## src/rtl/div_pkg.sv

```systemverilog
// Shared definitions for the divider job controller.
//   state_t        : controller FSM state encoding
//   DIV0_QUOT_BIT  : bit replicated across the quotient for a divide-by-zero result
package div_pkg;

    typedef enum logic [2:0] {
        ST_IDLE   = 3'd0,
        ST_CLR    = 3'd1,
        ST_SETTLE = 3'd2,
        ST_RUN    = 3'd3,
        ST_DONE   = 3'd4
    } state_t;

    localparam logic DIV0_QUOT_BIT = 1'b1;

endpackage

```

## src/rtl/div_sign_fix.sv

```systemverilog
// Signed-operand pre/post processing around an unsigned divider.
// Built only when SIGNED_DIV_EN is defined.
//   is_signed, dividend, divisor      : request operands (pre-processing side)
//   mag_dividend_c, mag_divisor_c     : operand magnitudes handed to the divider
//   neg_quot_c, neg_rem_c             : sign-fix flags to be latched with the job
//   neg_quot, neg_rem                 : latched sign-fix flags of the running job
//   raw_quotient, raw_remainder       : unsigned divider result
//   fix_quotient_c, fix_remainder_c   : sign-corrected result
module div_sign_fix #(
    parameter int unsigned WIDTH = 32
) (
    input  logic             is_signed,
    input  logic [WIDTH-1:0] dividend,
    input  logic [WIDTH-1:0] divisor,
    input  logic             neg_quot,
    input  logic             neg_rem,
    input  logic [WIDTH-1:0] raw_quotient,
    input  logic [WIDTH-1:0] raw_remainder,
    output logic [WIDTH-1:0] mag_dividend_c,
    output logic [WIDTH-1:0] mag_divisor_c,
    output logic             neg_quot_c,
    output logic             neg_rem_c,
    output logic [WIDTH-1:0] fix_quotient_c,
    output logic [WIDTH-1:0] fix_remainder_c
);

    logic dvd_neg;
    logic dvs_neg;

    // Magnitudes in, sign fix-up out; the most negative value maps onto itself,
    // which is already its correct unsigned magnitude.
    always_comb begin
        dvd_neg         = is_signed & dividend[WIDTH-1];
        dvs_neg         = is_signed & divisor[WIDTH-1];
        mag_dividend_c  = dvd_neg ? (WIDTH'(0) - dividend) : dividend;
        mag_divisor_c   = dvs_neg ? (WIDTH'(0) - divisor) : divisor;
        neg_quot_c      = dvd_neg ^ dvs_neg;
        neg_rem_c       = dvd_neg;
        fix_quotient_c  = neg_quot ? (WIDTH'(0) - raw_quotient) : raw_quotient;
        fix_remainder_c = neg_rem ? (WIDTH'(0) - raw_remainder) : raw_remainder;
    end

endmodule

```

## src/rtl/div_job_ctrl.sv

```systemverilog
// Job controller wrapping a multi-cycle CompDivider: accepts one request, clears
// and runs the divider, captures the result on a div_ready rising edge (or
// aborts on a watchdog timeout) and returns it on the response channel.
// Divide-by-zero bypasses the divider entirely.
// Optional: define SIGNED_DIV_EN to honour req_signed (two's-complement divide).
//   clk, reset                  : clock, synchronous active-high reset
//   req_*                       : job request channel (valid/ready)
//   rsp_*                       : result channel (valid/ready)
//   div_reset/run/dividend/divisor : drive to the divider
//   div_ready/quotient/remainder   : sampled from the divider
module div_job_ctrl
    import div_pkg::*;
#(
    parameter int unsigned WIDTH          = 32,
    parameter int unsigned TIMEOUT_CYCLES = 255
) (
    input  logic             clk,
    input  logic             reset,
    input  logic             req_valid,
    output logic             req_ready,
    input  logic [WIDTH-1:0] req_dividend,
    input  logic [WIDTH-1:0] req_divisor,
    input  logic             req_signed,
    output logic             rsp_valid,
    input  logic             rsp_ready,
    output logic [WIDTH-1:0] rsp_quotient,
    output logic [WIDTH-1:0] rsp_remainder,
    output logic             rsp_div0,
    output logic             rsp_err,
    output logic             div_reset,
    output logic             div_run,
    output logic [WIDTH-1:0] div_dividend,
    output logic [WIDTH-1:0] div_divisor,
    input  logic             div_ready,
    input  logic [WIDTH-1:0] div_quotient,
    input  logic [WIDTH-1:0] div_remainder
);

    localparam int unsigned CNT_W = (TIMEOUT_CYCLES < 2) ? 1 : $clog2(TIMEOUT_CYCLES);
    localparam logic [CNT_W-1:0] CNT_LAST = CNT_W'(TIMEOUT_CYCLES - 1);

    state_t           state;
    logic             clr_q;
    logic             run_q;
    logic             rdy_q;
    logic [CNT_W-1:0] tmo_cnt;
    logic             neg_quot_q;
    logic             neg_rem_q;

    logic [WIDTH-1:0] mag_dividend_c;
    logic [WIDTH-1:0] mag_divisor_c;
    logic             neg_quot_c;
    logic             neg_rem_c;
    logic [WIDTH-1:0] fix_quotient_c;
    logic [WIDTH-1:0] fix_remainder_c;

`ifdef SIGNED_DIV_EN
    div_sign_fix #(
        .WIDTH (WIDTH)
    ) u_sign_fix (
        .is_signed       (req_signed),
        .dividend        (req_dividend),
        .divisor         (req_divisor),
        .neg_quot        (neg_quot_q),
        .neg_rem         (neg_rem_q),
        .raw_quotient    (div_quotient),
        .raw_remainder   (div_remainder),
        .mag_dividend_c  (mag_dividend_c),
        .mag_divisor_c   (mag_divisor_c),
        .neg_quot_c      (neg_quot_c),
        .neg_rem_c       (neg_rem_c),
        .fix_quotient_c  (fix_quotient_c),
        .fix_remainder_c (fix_remainder_c)
    );
`else
    logic unused_c;

    assign mag_dividend_c  = req_dividend;
    assign mag_divisor_c   = req_divisor;
    assign neg_quot_c      = 1'b0;
    assign neg_rem_c       = 1'b0;
    assign fix_quotient_c  = div_quotient;
    assign fix_remainder_c = div_remainder;
    assign unused_c        = ^{req_signed, neg_quot_q, neg_rem_q};
`endif

    // Reset must reach the divider in the same cycle, not one edge later.
    assign div_reset = reset | clr_q;
    assign div_run   = run_q & ~reset;

    // Controller FSM with registered outputs.
    always_ff @(posedge clk) begin
        if (reset) begin
            state         <= ST_IDLE;
            req_ready     <= 1'b1;
            rsp_valid     <= 1'b0;
            rsp_quotient  <= '0;
            rsp_remainder <= '0;
            rsp_div0      <= 1'b0;
            rsp_err       <= 1'b0;
            div_dividend  <= '0;
            div_divisor   <= '0;
            clr_q         <= 1'b0;
            run_q         <= 1'b0;
            rdy_q         <= 1'b0;
            tmo_cnt       <= '0;
            neg_quot_q    <= 1'b0;
            neg_rem_q     <= 1'b0;
        end else begin
            rdy_q <= div_ready;
            case (state)
                ST_IDLE: begin
                    if (req_valid) begin
                        req_ready    <= 1'b0;
                        div_dividend <= mag_dividend_c;
                        div_divisor  <= mag_divisor_c;
                        neg_quot_q   <= neg_quot_c;
                        neg_rem_q    <= neg_rem_c;
                        tmo_cnt      <= '0;
                        if (req_divisor == '0) begin
                            state         <= ST_DONE;
                            rsp_valid     <= 1'b1;
                            rsp_quotient  <= {WIDTH{DIV0_QUOT_BIT}};
                            rsp_remainder <= req_dividend;
                            rsp_div0      <= 1'b1;
                            rsp_err       <= 1'b0;
                        end else begin
                            state <= ST_CLR;
                            clr_q <= 1'b1;
                            rdy_q <= 1'b0;
                        end
                    end
                end
                ST_CLR: begin
                    clr_q <= 1'b0;
                    state <= ST_SETTLE;
                end
                ST_SETTLE: begin
                    run_q <= 1'b1;
                    state <= ST_RUN;
                end
                ST_RUN: begin
                    // A ready edge wins over a watchdog expiry in the same cycle.
                    if (div_ready && !rdy_q) begin
                        run_q         <= 1'b0;
                        state         <= ST_DONE;
                        rsp_valid     <= 1'b1;
                        rsp_quotient  <= fix_quotient_c;
                        rsp_remainder <= fix_remainder_c;
                        rsp_div0      <= 1'b0;
                        rsp_err       <= 1'b0;
                    end else if (tmo_cnt == CNT_LAST) begin
                        run_q         <= 1'b0;
                        state         <= ST_DONE;
                        rsp_valid     <= 1'b1;
                        rsp_quotient  <= '0;
                        rsp_remainder <= '0;
                        rsp_div0      <= 1'b0;
                        rsp_err       <= 1'b1;
                    end else begin
                        tmo_cnt <= tmo_cnt + CNT_W'(1);
                    end
                end
                ST_DONE: begin
                    if (rsp_ready) begin
                        rsp_valid <= 1'b0;
                        req_ready <= 1'b1;
                        state     <= ST_IDLE;
                    end
                end
                default: begin
                    state <= ST_IDLE;
                end
            endcase
        end
    end

endmodule
```

## config.mk

```make
export PLATFORM = sky130hd
export DESIGN_NAME = div_job_ctrl
export DESIGN_NICKNAME = d
export VERILOG_FILES = /design/src/rtl/div_pkg.sv /design/src/rtl/div_sign_fix.sv /design/src/rtl/div_job_ctrl.sv
export SDC_FILE = /design/constraint.sdc
export NUM_CORES = 1
export LEC_CHECK = 0
export CAP_MARGIN = 20
export CORE_AREA = 2 2 105 107
export CTS_CLUSTER_DIAMETER = 50
export DETAILED_ROUTE_END_ITERATION = 6
export DIE_AREA = 0 0 107 109
export DONT_BUFFER_PORTS = 1
export PLACE_DENSITY_LB_ADDON = 0.08
export SYNTH_ARGS = -nofsm -noshare
export SYNTH_HDL_FRONTEND = slang
export SYNTH_SLANG_ARGS = --single-unit
```

## constraint.sdc

```tcl
create_clock -name clk -period 2.1 [get_ports clk]
set_input_delay 0.42 -clock clk [delete_from_list [all_inputs] [get_ports clk]]
set_output_delay 0.42 -clock clk [all_outputs]
set_load 0.005 [all_outputs]
```

==> out/qor.csv <==
stage;metric;value;unit
logic_synthesis;Synth Register Bits;146;
layout;Area Growth Syn to Fin;21.7;%
sta;fin crit share;102;%
logic_synthesis;area of the mapped netlist;6120;um2
global_routing;GRT Total Usage;27.1;%
layout;design area;7450;um2
floorplan;FP Rows;38;
logic_synthesis;syn nets;860;
logic_synthesis;Synth Warn #;0;
floorplan;IO Pins;268;
setup_path;startpoint types;register;
clocking;CTS tree;done;
sta;f_max;468;MHz
clocking;clk buf depth;2;
place;post-DP HPWL;10600;um
run_status;outcome;complete, but fails checks;
logic_synthesis;Netlist cell types;42;
layout;commonest non-fill, non-tap cells in the layout;168 x nand2_1, 146 x dfxtp_1, 81 x nor2_1;
layout;number of diodes;0;
power_and_ir_drop;pwr dens;904;nW/um2
floorplan;initial core utilization;57.7;%
logic_synthesis;syn_area_per_cell;8.46;um2
setup_path;Worst Setup Path Type;reg -> reg;
floorplan;die area;11700;um2
sta;Fin Clk Skew;0.00808;ns
clocking;clk slew on worst S/H paths;0.06;ns
sta;Slew @ Worst Pin;0.515;ns
min_path;worst min path class;in -> reg;
sta;final hold violations;8;
sta;fin crit period;2.14;ns
layout;fraction of layout instances using a drive strength above 1;13.4;%
sta;setup ws final;-0.0365;ns
global_routing;largest net degree at the start of global routing;141;
layout;Filler cells;817;
layout;Util after Layout;70.3;%
clocking;clk_lat worst skew;0.52;ns
drt;DRC;0;
global_routing;gr ovfl total;0;
layout;commonest non-fill, non-tap cell in the layout;nand2_1;
clocking;CTS Buf Count;17;
drt;antenna-violating nets left;0;
sta;Max Slew Vio Count;0;
floorplan;Die H;109;um
setup_path;Critical Path Fanout Max;32;
clocking;Clock Sinks;146;
run_status;failing checks;hold timing, setup timing;
drt;DRT Pass-1 Iters;6;
logic_synthesis;EDFF count, synth;0;
global_routing;vias in the first global route;5282;
floorplan;core outline area;10600;um2
logic_synthesis;Seq/Total Area, Yosys;47.7;%
sta;# setup viols final;1;
drt;final wirelength;17000;um
setup_path;CP arrival;2.60;ns
setup_path;worst endpoint required time;2.56;ns
logic_synthesis;FFs w/ async S/R, synth;0;%
drt;Via density;5.97;
clocking;CTS root buffer;clkbuf_8;
clocking;CTS H-tree lvls;4;
power_and_ir_drop;static leakage;2.73;nW
logic_synthesis;ys flop type;dfxtp_1;
logic_synthesis;Mapped Cells;724;
sta;Min Hold Slack;-0.0260;ns
drt;via count;5485;
drt;routed len/inst;18.5;um
flow_run;Max-Cap Viols;0;
global_routing;first-pass GRT wire length;25100;um
place;GP Congestion;0.788;
floorplan;Die X;107;um
power_and_ir_drop;maximum VDD drop;0.567;mV
drt;initial DRC count;437;
place;IO buf count;0;
setup_path;Setup crit end kind;register;
place;placed cell areas;6190;um2
layout;nets@finish;901;
global_routing;initial antenna violation count;0;
sta;worst relative slew slack;65.7;%
==> path summary, 6_finish.rpt <==
| check | from | end | slack, ns | cells past startpoint |
|---|---|---|---|---|
| worst max register to register | state[1] | div_dividend[13] | -0.04 | 7 |
| worst min-delay path | reset | rsp_remainder[22] | -0.03 | 1 |
| worst min register to register | div_dividend[9] | div_dividend[9] | 0.48 | 2 |
| worst max-delay path | state[1] | div_dividend[13] | -0.04 | 7 |
==> where the power goes <==
part	switching [mW]	total (mW)	internal, mW	leakage [nW]
logic	0.418	0.754	0.336	1.27
registers	0.124	3.05	2.92	1.19
clock network	1.18	2.94	1.76	0.267
total	1.72	6.74	5.02	2.73
==> registers in the layout, indices dropped and copies added (netlist names) <==
name           count
div_dividend      32
div_divisor       32
rsp_quotient      32
rsp_remainder     32
tmo_cnt            8
state              3
clr_q              1
rdy_q              1
req_ready          1
rsp_div0           1
rsp_err            1
rsp_valid          1
run_q              1
==> cell usage after synthesis (3+ instances only) <==
cell        n  area share, %
inv_1       4           0.25
buf_2      11           0.90
a211oi_2    8            1.6
o21ai_0    28            2.3
dfxtp_1   146             48
nand3_1    36            2.9
nor4_1      7           0.72
buf_6       7            1.3
a211oi_1   27            3.3
nand2_1   169             10
xor2_1      4           0.57
nand4_1     5           0.51
nor3_1      5           0.41
a21oi_1    79            6.5
a311oi_2   32            7.8
nor2_1     81            5.0
clkbuf_8    3           0.67
clkbuf_1   41            2.5
==> cell families after synthesis <==
kind of cell	count (synthesis)	share of synthesized area, %
AOI/OAI and AO/OA	183	23.1
xor gates and xnor gates	6	0.858
adders and majority gates	2	0.409
buffers and inverters	68	5.93
DFF	146	47.7
muxes	2	0.327
and+or+nand+nor	317	21.7
==> per-stage QoR <==
step | setup slack (ns) | instances | hold slack [ns] | total power [mW] | setup TNS, ns
after floorplan | 0.181 | 724 | 0.453 | 3.57 | 0
after global placement | -0.0248 | 820 | 0.454 | 3.66 | -0.231
after detailed placement | -0.124 | 820 | 0.463 | 3.69 | -1.84
after CTS | 0.0181 | 908 | -0.0547 | 6.71 | 0
after global routing | -0.0672 | 918 | -0.0643 | 6.98 | -0.352
final | -0.0365 | 918 | -0.0260 | 6.74 | -0.0365
==> worst max-delay path: stages (launching register included) <==
cell and delay, ns:
dfxtp_1 0.31, buf_4 0.17, nor4b_4 0.28, buf_4 0.18
buf_6 0.27, nand2_1 0.10, a21oi_1 0.16, dlygate4sd3_1 0.58
==> what timing repair did <==
| item | CTS | global route |
|---|---|---|
| hold endpoints to repair | 136 | 79 |
| hold buffers | 56 | 7 |
| buffers inserted | 0 | 2 |
| gates resized for setup | 0 | 7 |
| setup endpoints to repair | 0 | 58 |
==> metal layers <==
layer / GRT usage [%] / wire length [um]
met5: 0 / 0
met2: 47.3 / 8630
met3: 9.80 / 1520
met1: 29.5 / 6390
met4: 12.2 / 414
==> final cells by class <==
type	instances	area [um2]	share of cell area (%)
clock buffers	21	449	6.03
clock inverters	11	129	1.73
inverters	4	15.0	0.201
multi-input cells	510	2860	38.4
flip-flops and latches	146	2920	39.2
well taps	140	175	2.35
repair buffers	86	898	12.1
Power figures use the tool's default switching activity.
